==> src/rtl/audio_pkg.sv <==
// rtl/audio_pkg.sv - shared audio constants and mixer FSM state type
package audio_pkg;

    localparam int SAMPLE_BITS = 16;
    localparam int VOLUME_BITS = 8;
    localparam int BUF_LEN     = 256;

    typedef enum logic [1:0] {
        ST_IDLE  = 2'd0,
        ST_MAC   = 2'd1,
        ST_SAT   = 2'd2,
        ST_WRITE = 2'd3
    } mix_state_t;

endpackage

==> src/rtl/lrclk_tick_sync.sv <==
// rtl/lrclk_tick_sync.sv - lrclk 2-flop synchronizer with falling-edge tick
module lrclk_tick_sync (
    input  logic clk,
    input  logic rstn,
    input  logic lrclk,
    output logic tick
);

    logic meta;
    logic sync;
    logic prev;

    // Flops reset high so a line already idling high never fakes an edge.
    always_ff @(posedge clk or negedge rstn) begin
        if (!rstn) begin
            meta <= 1'b1;
            sync <= 1'b1;
            prev <= 1'b1;
        end else begin
            meta <= lrclk;
            sync <= meta;
            prev <= sync;
        end
    end

    assign tick = prev & ~sync;

endmodule

==> src/rtl/sample_mixer.sv <==
// rtl/sample_mixer.sv - per-frame weighted mix of sources into the playback ring buffer
module sample_mixer #(
    parameter int NUM_SOURCES = 2,
    parameter int SAMPLE_BITS = audio_pkg::SAMPLE_BITS,
    parameter int VOLUME_BITS = audio_pkg::VOLUME_BITS,
    parameter int BUF_LEN     = audio_pkg::BUF_LEN,
    parameter int LAG         = 1
) (
    input  logic                                 clk,
    input  logic                                 rstn,
    input  logic                                 lrclk,
    input  logic                                 enable,
    input  logic [NUM_SOURCES*SAMPLE_BITS-1:0]   src_sample,
    input  logic [NUM_SOURCES-1:0]               src_valid,
    input  logic [NUM_SOURCES*VOLUME_BITS-1:0]   src_vol,
    input  logic [$clog2(BUF_LEN)-1:0]           rd_index,
    output logic                                 wr_en,
    output logic [$clog2(BUF_LEN)-1:0]           wr_addr,
    output logic [SAMPLE_BITS-1:0]               wr_data,
    output logic                                 busy,
    output logic                                 clip,
    output logic [15:0]                          overrun_cnt
);

    localparam int AW   = $clog2(BUF_LEN);
    localparam int CW   = (NUM_SOURCES > 1) ? $clog2(NUM_SOURCES) : 1;
    localparam int PW   = SAMPLE_BITS + VOLUME_BITS + 1;
    localparam int ACCW = SAMPLE_BITS + $clog2(NUM_SOURCES) + 1;

    localparam logic signed [ACCW-1:0] SAT_MAX =
        {{(ACCW-SAMPLE_BITS+1){1'b0}}, {(SAMPLE_BITS-1){1'b1}}};
    localparam logic signed [ACCW-1:0] SAT_MIN =
        {{(ACCW-SAMPLE_BITS+1){1'b1}}, {(SAMPLE_BITS-1){1'b0}}};

    audio_pkg::mix_state_t state, state_next;

    logic                                tick;
    logic [CW-1:0]                       idx;
    logic signed [ACCW-1:0]              acc;
    logic [NUM_SOURCES*SAMPLE_BITS-1:0]  sample_cap;
    logic [NUM_SOURCES-1:0]              valid_cap;
    logic [NUM_SOURCES*VOLUME_BITS-1:0]  vol_cap;
    logic [AW-1:0]                       index_cap;

    logic signed [SAMPLE_BITS-1:0]       cur_sample;
    logic [VOLUME_BITS-1:0]              cur_vol;
    logic                                cur_valid;
    logic signed [PW-1:0]                sample_ext;
    logic signed [PW-1:0]                vol_ext;
    logic signed [PW-1:0]                product;
    logic signed [PW-1:0]                scaled;
    logic signed [ACCW-1:0]              contrib;
    logic                                last_src;
    logic [SAMPLE_BITS-1:0]              sat_val;
    logic                                sat_hit;

    lrclk_tick_sync u_tick_sync (
        .clk   (clk),
        .rstn  (rstn),
        .lrclk (lrclk),
        .tick  (tick)
    );

    always_comb begin
        cur_sample = '0;
        cur_vol    = '0;
        cur_valid  = 1'b0;
        for (int i = 0; i < NUM_SOURCES; i++) begin
            if (idx == CW'(i)) begin
                cur_sample = sample_cap[i*SAMPLE_BITS +: SAMPLE_BITS];
                cur_vol    = vol_cap[i*VOLUME_BITS +: VOLUME_BITS];
                cur_valid  = valid_cap[i];
            end
        end
    end

    // Gain is unsigned, so it gets a zero sign bit before the signed multiply.
    assign sample_ext = PW'(cur_sample);
    assign vol_ext    = $signed({{(PW-VOLUME_BITS){1'b0}}, cur_vol});
    assign product    = sample_ext * vol_ext;
    assign scaled     = product >>> VOLUME_BITS;
    assign contrib    = cur_valid ? ACCW'(scaled) : '0;
    assign last_src   = (idx == CW'(NUM_SOURCES - 1));

    always_comb begin
        sat_hit = 1'b0;
        sat_val = acc[SAMPLE_BITS-1:0];
        if (acc > SAT_MAX) begin
            sat_hit = 1'b1;
            sat_val = SAT_MAX[SAMPLE_BITS-1:0];
        end else if (acc < SAT_MIN) begin
            sat_hit = 1'b1;
            sat_val = SAT_MIN[SAMPLE_BITS-1:0];
        end
    end

    always_comb begin
        state_next = state;
        case (state)
            audio_pkg::ST_IDLE:  if (tick && enable) state_next = audio_pkg::ST_MAC;
            audio_pkg::ST_MAC:   if (last_src) state_next = audio_pkg::ST_SAT;
            audio_pkg::ST_SAT:   state_next = audio_pkg::ST_WRITE;
            audio_pkg::ST_WRITE: state_next = audio_pkg::ST_IDLE;
            default:             state_next = audio_pkg::ST_IDLE;
        endcase
    end

    always_ff @(posedge clk or negedge rstn) begin
        if (!rstn) begin
            state <= audio_pkg::ST_IDLE;
        end else begin
            state <= state_next;
        end
    end

    always_ff @(posedge clk or negedge rstn) begin
        if (!rstn) begin
            idx         <= '0;
            acc         <= '0;
            sample_cap  <= '0;
            valid_cap   <= '0;
            vol_cap     <= '0;
            index_cap   <= '0;
            wr_addr     <= '0;
            wr_data     <= '0;
            clip        <= 1'b0;
            overrun_cnt <= '0;
        end else begin
            case (state)
                audio_pkg::ST_IDLE: begin
                    if (tick && enable) begin
                        sample_cap <= src_sample;
                        valid_cap  <= src_valid;
                        vol_cap    <= src_vol;
                        index_cap  <= rd_index;
                        acc        <= '0;
                        idx        <= '0;
                    end
                end
                audio_pkg::ST_MAC: begin
                    acc <= acc + contrib;
                    idx <= idx + 1'b1;
                end
                audio_pkg::ST_SAT: begin
                    wr_data <= sat_val;
                    wr_addr <= index_cap - AW'(LAG);
                    if (sat_hit) clip <= 1'b1;
                end
                default: ;
            endcase

            if (tick && (state != audio_pkg::ST_IDLE) && (overrun_cnt != 16'hFFFF)) begin
                overrun_cnt <= overrun_cnt + 16'd1;
            end
        end
    end

    assign wr_en = (state == audio_pkg::ST_WRITE);
    assign busy  = (state != audio_pkg::ST_IDLE);

endmodule

==> config.mk <==
export PLATFORM = sky130hd
export DESIGN_NAME = sample_mixer
export DESIGN_NICKNAME = d
export VERILOG_FILES = /design/src/rtl/audio_pkg.sv /design/src/rtl/lrclk_tick_sync.sv /design/src/rtl/sample_mixer.sv
export SDC_FILE = /design/constraint.sdc
export NUM_CORES = 1
export LEC_CHECK = 0
export ABC_AREA = 1
export BUFFER_PORTS_ARGS = -buffer_cell sky130_fd_sc_hd__buf_4
export CAP_MARGIN = 10
export CORE_MARGIN = 1
export CORE_UTILIZATION = 50
export DETAILED_ROUTE_END_ITERATION = 10
export PLACE_DENSITY = 0.75
export SKIP_CTS_REPAIR_TIMING = 1
export SLEW_MARGIN = 40
export SYNTH_ARGS = -nofsm -noshare
export SYNTH_HDL_FRONTEND = slang
export SYNTH_HIERARCHICAL = 1
export SYNTH_SLANG_ARGS = --single-unit
==> constraint.sdc <==
create_clock -name clk -period 8.9 [get_ports clk]
set_clock_uncertainty 0.1 [all_clocks]
set_input_delay 1.78 -clock clk [delete_from_list [all_inputs] [get_ports clk]]
set_output_delay 1.78 -clock clk [all_outputs]
set_load 0.1 [all_outputs]
==> results of run 1 <==
cells in the mapped netlist (all sizes together) (5+ instances only):
cell type / count / share of area, %
clkbuf: 26 / 0.91
a21oi: 56 / 2.6
fa: 102 / 19
or2: 19 / 1.1
nor2: 143 / 5.1
o21bai: 5 / 0.35
o21ai: 72 / 3.5
xnor2: 16 / 1.3
inv: 238 / 8.4
o31ai: 7 / 0.49
xor2: 17 / 1.4
a21o: 5 / 0.36
nand2: 395 / 14
nor3: 11 / 0.65
ha: 69 / 8.1
dfrtp: 120 / 28
nand3: 25 / 1.4
how the worst min path moves through the flow:
| stage | startpoint | endpoint | slack [ps] | cells after the start |
|---|---|---|---|---|
| after floorplan | u_tick_sync/meta | u_tick_sync/sync | 250 | 0 |
| after global placement | u_tick_sync/meta | u_tick_sync/sync | 250 | 0 |
| after detailed placement | u_tick_sync/meta | u_tick_sync/sync | 260 | 0 |
| after CTS | u_tick_sync/meta | u_tick_sync/sync | 270 | 0 |
| after global routing | u_tick_sync/meta | u_tick_sync/sync | 270 | 0 |
| final | u_tick_sync/meta | u_tick_sync/sync | 270 | 0 |
worst max-delay path: cells and delay by family, from the launching register on:
family,cells,cell delay [ps]
compound gates,9,1500
fa+ha+maj,6,2720
buf+inv,5,600
flops,1,730
simple gates,13,1480
metal layers:
metal / vias to the layer above / global-route usage, %
li1: 4346 / -
met1: 4199 / 32.26
met2: 213 / 41.74
met3: 34 / 3.528
met4: 0 / 8.454
met5: - / 0
flip-flops by register name (all words and copies together), names as in the netlist:
name	cells
sample_cap	32
acc	18
overrun_cnt	16
vol_cap	16
wr_data	16
index_cap	8
wr_addr	8
state	2
valid_cap	2
clip	1
idx	1
u_tick_sync/meta	1
u_tick_sync/prev	1
u_tick_sync/sync	1
cell type report:
cell class	instances	area, um^2	share of cell area (%)
inverters	238	899.6	7.285
well taps	275	344.1	2.786
clock buffers	18	439.2	3.556
multi-input cells	968	6613	53.55
repair buffers	109	822.0	6.657
flip-flops and latches	123	3083	24.96
clock inverters	14	148.9	1.206
logic make-up (layout without fill, tap and decap cells):
family | after synthesis | in the layout
buf+inv | 268 | 379
mux | 4 | 4
fa+ha+maj | 171 | 171
xor+xnor | 33 | 33
compound gates | 157 | 157
simple gates | 603 | 603
flops | 123 | 123
per-stage QoR:
stage / cells / setup slack (ps) / hold slack, ps
floorplan: 1359 / 2553 / 245.2
global placement: 1713 / 1517 / 246.5
detailed placement: 1713 / 1716 / 259.1
CTS: 1745 / 1697 / 269.6
global route: 1745 / 988.7 / 271.6
finish: 1745 / 1615 / 267.5
==> out/metrics.csv, run 1 <==
metric;value;unit
routed.top_layer;met4;
critPathMaxFanout;28;
ys_seq_area_share;28.80;%
crit_top_cell;nand2_1;
final_cell_mix;379 x nand2_1, 233 x inv_1, 140 x nor2_1;
synthXorXnorAreaFrac;2.701;%
synth_top_family_by_area;adder cells;
nFillCells;1871;
reg2regPathDepth;33;
cts_sinks;123;
crit_end;acc[15];
dr.first_iter.drc_count;558;
cp.required;9080;ps
rrSetupSlack;1610;ps
synth_cell_types;47;
wl_met3;1104;um
slowest_stage;dfrtp_2;
hold_class;flip-flop to flip-flop;
fin_crit;7285;ps
yosys_warnings;6;
antenna_left;0;
fin_tns_setup;0;ps
drive_gt1_share;14.01;%
core;0.02102;mm^2
final_hold_viol_count;0;
grt_pass1_wl;42840;um
grt_max_degree;74;
firstDrtPassIters;6;
routed_wl;24770;um
clk_latency;420;ps
die_h;148.3;um
async_reset_ff_share;100.0;%
synth-simple-area-share;23.19;%
vias;8792;
wl_met2;12000;um
crit_start;idx;
setup_viol_count_final;0;
path_clk_slew;70;ps
synthCells;1359;
r2r-end;acc[15];
hpwlAfterDp;19520;um
portBuffers;104;
drv_slew;0;
io_pins;105;
wl_per_cell;14.19;um
design_area;0.01235;mm^2
track_usage;24.61;%
synthMuxAreaShare;0.3859;%
dieArea;0.02199;mm^2
synthFlopType;dfrtp_1;
cts_max_level;4;
min_period_over_period;81.86;%
synth_nets;1592;
numCtsBuffers;17;
core.rowCount;53;
synth.avg_cell_area;7.873;um^2
synth_compound_area_share;8.221;%
cts_buffer_depth;2;
rsz0062_at_grt;no;
synth_area;0.01070;mm^2
path_class;flip-flop to flip-flop;
status;complete, no violations;
drc;0;
grt_pass1_vias;9092;
final_common_cell;nand2_1;
synth-edff-count;0;
grt-ovfl-total;0;
syn2layout_area_growth;15.42;%
worst_pin_slew;796.1;ps
max_stage_delay;730;ps
vias_per_cell;5.038;
critPathLaunchType;flip-flop;
clockRootBuffer;clkbuf_16;
ys_ff_latch;123;
die_w;148.3;um
cts_tree;yes;
antenna_found_initial;0;
placed_cell_area;0.01176;mm^2
slew_headroom;46.57;%
max_freq;137.3;MHz
start_util;50.90;%
diodes;0;
maxCapViolations;0;
end_kind;flip-flop;
post-route-util;58.75;%
synth_fa_ha_area_share;27.15;%
met1_length;11130;um
critPathArrivalTime;7470;ps
place_congestion;0.9081;
rr_startpoint;idx;
finalNetCount;1690;
Power of run 1 is not shown: default switching activity piles up to over one toggle a cycle in this logic, so the estimate is an artifact.
==> run 2, diff against run 1 <==
Clock period 8.9 ns to 7.5 ns, I/O delays scaled along.
==> out/metrics.csv, run 2 (synthesis gave the netlist of run 1 again) <==
metric;value;unit;change
status;complete, no violations;;unchanged
max_freq;144.3;MHz;was 137.3 MHz
dieArea;0.02199;mm^2;unchanged
critPathArrivalTime;7110;ps;was 7470 ps
core;0.02102;mm^2;unchanged
reg2regPathDepth;32;;was 33
cts_buffer_depth;2;;unchanged
top_regs;sample_cap x32, acc x18;;unchanged
grt_max_degree;77;;was 74
firstDrtPassIters;5;;was 6
wl_per_cell;14.17;um;was 14.19 um
critPathLaunchType;flip-flop;;unchanged
vias;8967;;was 8,792
drc;0;;unchanged
rsz0062_at_grt;no;;unchanged
top_register;sample_cap;;unchanged
finalNetCount;1702;;was 1,690
worst_pin_slew;824.5;ps;was 796.1 ps
die_h;148.3;um;unchanged
die_w;148.3;um;unchanged
portBuffers;104;;unchanged
whs_path_depth;0;;unchanged
slew_headroom;44.67;%;was 46.57%
design_area;0.01246;mm^2;was 0.01235 mm^2
grt-ovfl-total;0;;unchanged
final_cell_mix;379 x nand2_1, 233 x inv_1, 141 x nor2_1;;was 379 x nand2_1, 233 x inv_1, 140 x nor2_1
start_util;50.90;%;unchanged
largest_reg_flops;32;;unchanged
slowest_stage;fa_1;;was dfrtp_2
path_clk_slew;60;ps;was 70 ps
diodes;0;;unchanged
drv_slew;0;;unchanged
hpwlAfterDp;19840;um;was 19,520 um
cts_max_level;4;;unchanged
io_pins;105;;unchanged
clk_latency;430;ps;was 420 ps
hold_class;flip-flop to flip-flop;;unchanged
final_common_cell;nand2_1;;unchanged
grt_pass1_vias;9022;;was 9,092
cts_tree;yes;;unchanged
dr.first_iter.drc_count;572;;was 558
fin_tns_setup;0;ps;unchanged
final_hold_viol_count;0;;unchanged
path_class;flip-flop to flip-flop;;unchanged
core.rowCount;53;;unchanged
grt_pass1_wl;43080;um;was 42,840 um
placed_cell_area;0.01184;mm^2;was 0.01176 mm^2
numCtsBuffers;17;;unchanged
end_kind;flip-flop;;unchanged
antenna_left;0;;unchanged
antenna_found_initial;0;;unchanged
min_period_over_period;92.40;%;was 81.86%
track_usage;24.80;%;was 24.61%
routed_wl;24900;um;was 24,770 um
syn2layout_area_growth;16.45;%;was 15.42%
place_congestion;0.9125;;was 0.9081
crit_top_cell;nand2_1;;unchanged
maxCapViolations;0;;unchanged
vias_per_cell;5.104;;was 5.038
setup_viol_count_final;0;;unchanged
max_stage_delay;530;ps;was 730 ps
cts_sinks;123;;unchanged
fin_crit;6930;ps;was 7285 ps
critPathMaxFanout;21;;was 28
clockRootBuffer;clkbuf_16;;unchanged
whs;252.5;ps;was 267.5 ps
cp.required;7680;ps;was 9080 ps
drive_gt1_share;14.64;%;was 14.01%
## run 2: path summary, 6_finish.rpt
path	start	end	slack, ps
max	idx	acc[15]	570
min	u_tick_sync/meta	u_tick_sync/sync	250
max reg2reg	idx	acc[15]	570
min reg2reg	u_tick_sync/meta	u_tick_sync/sync	250
max in group asynchronous	rstn	acc[7]	5210
min in group asynchronous	rstn	vol_cap[13]	980
## run 2: cell type report
cell class | instances | area, um^2
clock buffers | 17 | 425.4
clock inverters | 15 | 176.4
fillers | 1861 | 8562
inverters | 238 | 899.6
multi-input cells | 968 | 6619
flip-flops and latches | 123 | 3083
well taps | 275 | 344.1
repair buffers | 121 | 912.1
## run 2: stage by stage
stage          utilization (%)  worst slack, ps  std cells
2_1_floorplan                -             1153       1359
3_5_place_dp             56.34            417.7       1725
4_1_cts                  59.20            386.6       1757
5_1_grt                  59.27            12.28       1757
6_report                 59.27            569.6       1757
3_3_place_gp             56.30            424.4       1725
## run 2: critical path, delay by kind of cell, from the launching register on
kind / cells / cell delay, ps
AOI/OAI and AO/OA: 8 / 1550
adders and majority gates: 6 / 2740
buffers and inverters: 5 / 600
DFF: 1 / 470
and+or+nand+nor: 13 / 1310
## run 2: per-layer routing
metal / vias to the layer above / part of all wire, % / GRT usage, % / wire (um)
met5: - / 0 / 0 / 0
met4: 0 / 1.8 / 8.918 / 442
met3: 33 / 5.3 / 3.528 / 1312
met2: 257 / 48 / 40.63 / 11960
met1: 4311 / 45 / 33.64 / 11180
li1: 4366 / - / - / -
Power of run 2 is left out for the same reason.
==> run 3, diff against run 2 <==
Settings changed: MAX_ROUTING_LAYER from default to met4, PLACE_DENSITY 0.75 to 0.69, REMOVE_ABC_BUFFERS from default to 1.
==> out/metrics.csv, run 3 (synthesis gave the netlist of run 1 again) <==
metric;value;unit;change
status;complete, no violations;;unchanged
grt_pass1_wl;41500;um;was 43,080 um
critPathMaxFanout;10;;was 21
dr.first_iter.drc_count;518;;was 572
max_freq;145.7;MHz;was 144.3 MHz
grt-ovfl-total;0;;unchanged
crit_top_cell;inv_1;;was nand2_1
drv_slew;0;;unchanged
cts_sinks;123;;unchanged
min_period_over_period;91.51;%;was 92.40%
cts_max_level;4;;unchanged
numCtsBuffers;17;;unchanged
critPathArrivalTime;7090;ps;was 7110 ps
met3_usage;3.773;%;was 3.528%
firstDrtPassIters;5;;unchanged
rsz0062_at_grt;no;;unchanged
grt-busiest-layer;met2;;unchanged
nFillCells;1918;;was 1,861
use_met1;32.00;%;was 33.64%
grt_pass1_vias;8940;;was 9,022
cp.required;7720;ps;was 7680 ps
drc;0;;unchanged
vias;8821;;was 8,967
portBuffers;104;;unchanged
die_h;148.3;um;unchanged
cts_tree;yes;;unchanged
core;0.02102;mm^2;unchanged
whs;260.8;ps;was 252.5 ps
antenna_found_initial;0;;unchanged
end_kind;flip-flop;;unchanged
io_pins;105;;unchanged
min_from;u_tick_sync/meta;;unchanged
place_congestion;0.9012;;was 0.9125
routed_wl;23820;um;was 24,900 um
grt_max_degree;70;;was 77
slew_headroom;46.33;%;was 44.67%
use_met2;40.33;%;was 40.63%
start_util;50.90;%;unchanged
rr_startpoint;idx;;unchanged
setup_viol_count_final;0;;unchanged
final_hold_viol_count;0;;unchanged
hold_class;flip-flop to flip-flop;;unchanged
clockRootBuffer;clkbuf_16;;unchanged
hpwlAfterDp;18530;um;was 19,840 um
clk_latency;430;ps;about the same
fin_crit;6863;ps;was 6930 ps
largest_reg_flops;32;;unchanged
crit_start;idx;;unchanged
final_cell_mix;379 x nand2_1, 233 x inv_1, 141 x nor2_1;;unchanged
vias_per_cell;5.023;;was 5.104
die_w;148.3;um;unchanged
fin_tns_setup;0;ps;unchanged
worst_pin_slew;802.1;ps;was 824.5 ps
slowest_stage;o21ai_0;;was fa_1
placed_cell_area;0.01183;mm^2;was 0.01184 mm^2
design_area;0.01242;mm^2;was 0.01246 mm^2
top_register;sample_cap;;unchanged
antenna_left;0;;unchanged
maxCapViolations;0;;unchanged
path_class;flip-flop to flip-flop;;unchanged
seqCellArea;0.003082;mm^2;was 0.003083 mm^2
core.rowCount;53;;unchanged
drive_gt1_share;14.45;%;was 14.64%
finalNetCount;1701;;was 1,702
wl_per_cell;13.56;um;was 14.17 um
cts_buffer_depth;2;;unchanged
critPathLaunchType;flip-flop;;unchanged
top_regs;sample_cap x32, acc x18;;unchanged
path_clk_slew;70;ps;was 60 ps
multi_input_area;0.006606;mm^2;was 0.006619 mm^2
dieArea;0.02199;mm^2;unchanged
track_usage;24.53;%;was 24.80%
syn2layout_area_growth;16.06;%;was 16.45%
diodes;0;;unchanged
max_stage_delay;540;ps;was 530 ps
final_common_cell;nand2_1;;unchanged
==> run 3: cell count changes in the layout (fill, tap and decap cells not counted), sizes merged <==
cell	change
clkinvlp	+1
buf	-1
bufinv	-1
==> run 3: stage by stage <==
stage	worst slack (ps)	cells	util [%]
2_1_floorplan	768.8	1329	-
3_3_place_gp	637.0	1724	56.26
3_5_place_dp	612.6	1724	56.29
4_1_cts	551.2	1756	59.05
5_1_grt	121.3	1756	59.07
6_report	637.1	1756	59.07
==> run 3: worst paths after layout <==
check / endpoint / slack (ps) / depth (start not counted)
hold / removal: u_tick_sync/sync / 260 / 0
min in group asynchronous: wr_data[6] / 1020 / 1
setup reg to reg: acc[17] / 640 / 28
max in group asynchronous: vol_cap[8] / 5190 / 2
setup / recovery: acc[17] / 640 / 28
hold reg to reg: u_tick_sync/sync / 260 / 0
==> run 3: layer usage <==
layer  up-vias  wire [um]
met3        14       1124
met5         -          0
met2       185      11570
met1      4262      10930
met4         0        194
li1       4360          -
==> run 3: area by class of cell <==
cell class              instances  share of cell area (%)
clock buffers                  17                   3.426
clock inverters                15                   1.239
inverters                     238                   7.255
multi-input cells             968                   53.20
flip-flops and latches        123                   24.82
well taps                     275                   2.771
repair buffers                120                   7.285
==> run 3: critical path: cells and delay by family (launching register included) <==
family	cells	cell delay, ps
flops	1	440
xor+xnor	1	200
fa+ha+maj	6	2680
compound gates	5	1640
simple gates	10	1010
buf+inv	6	690
Power of run 3 is left out for the same reason.
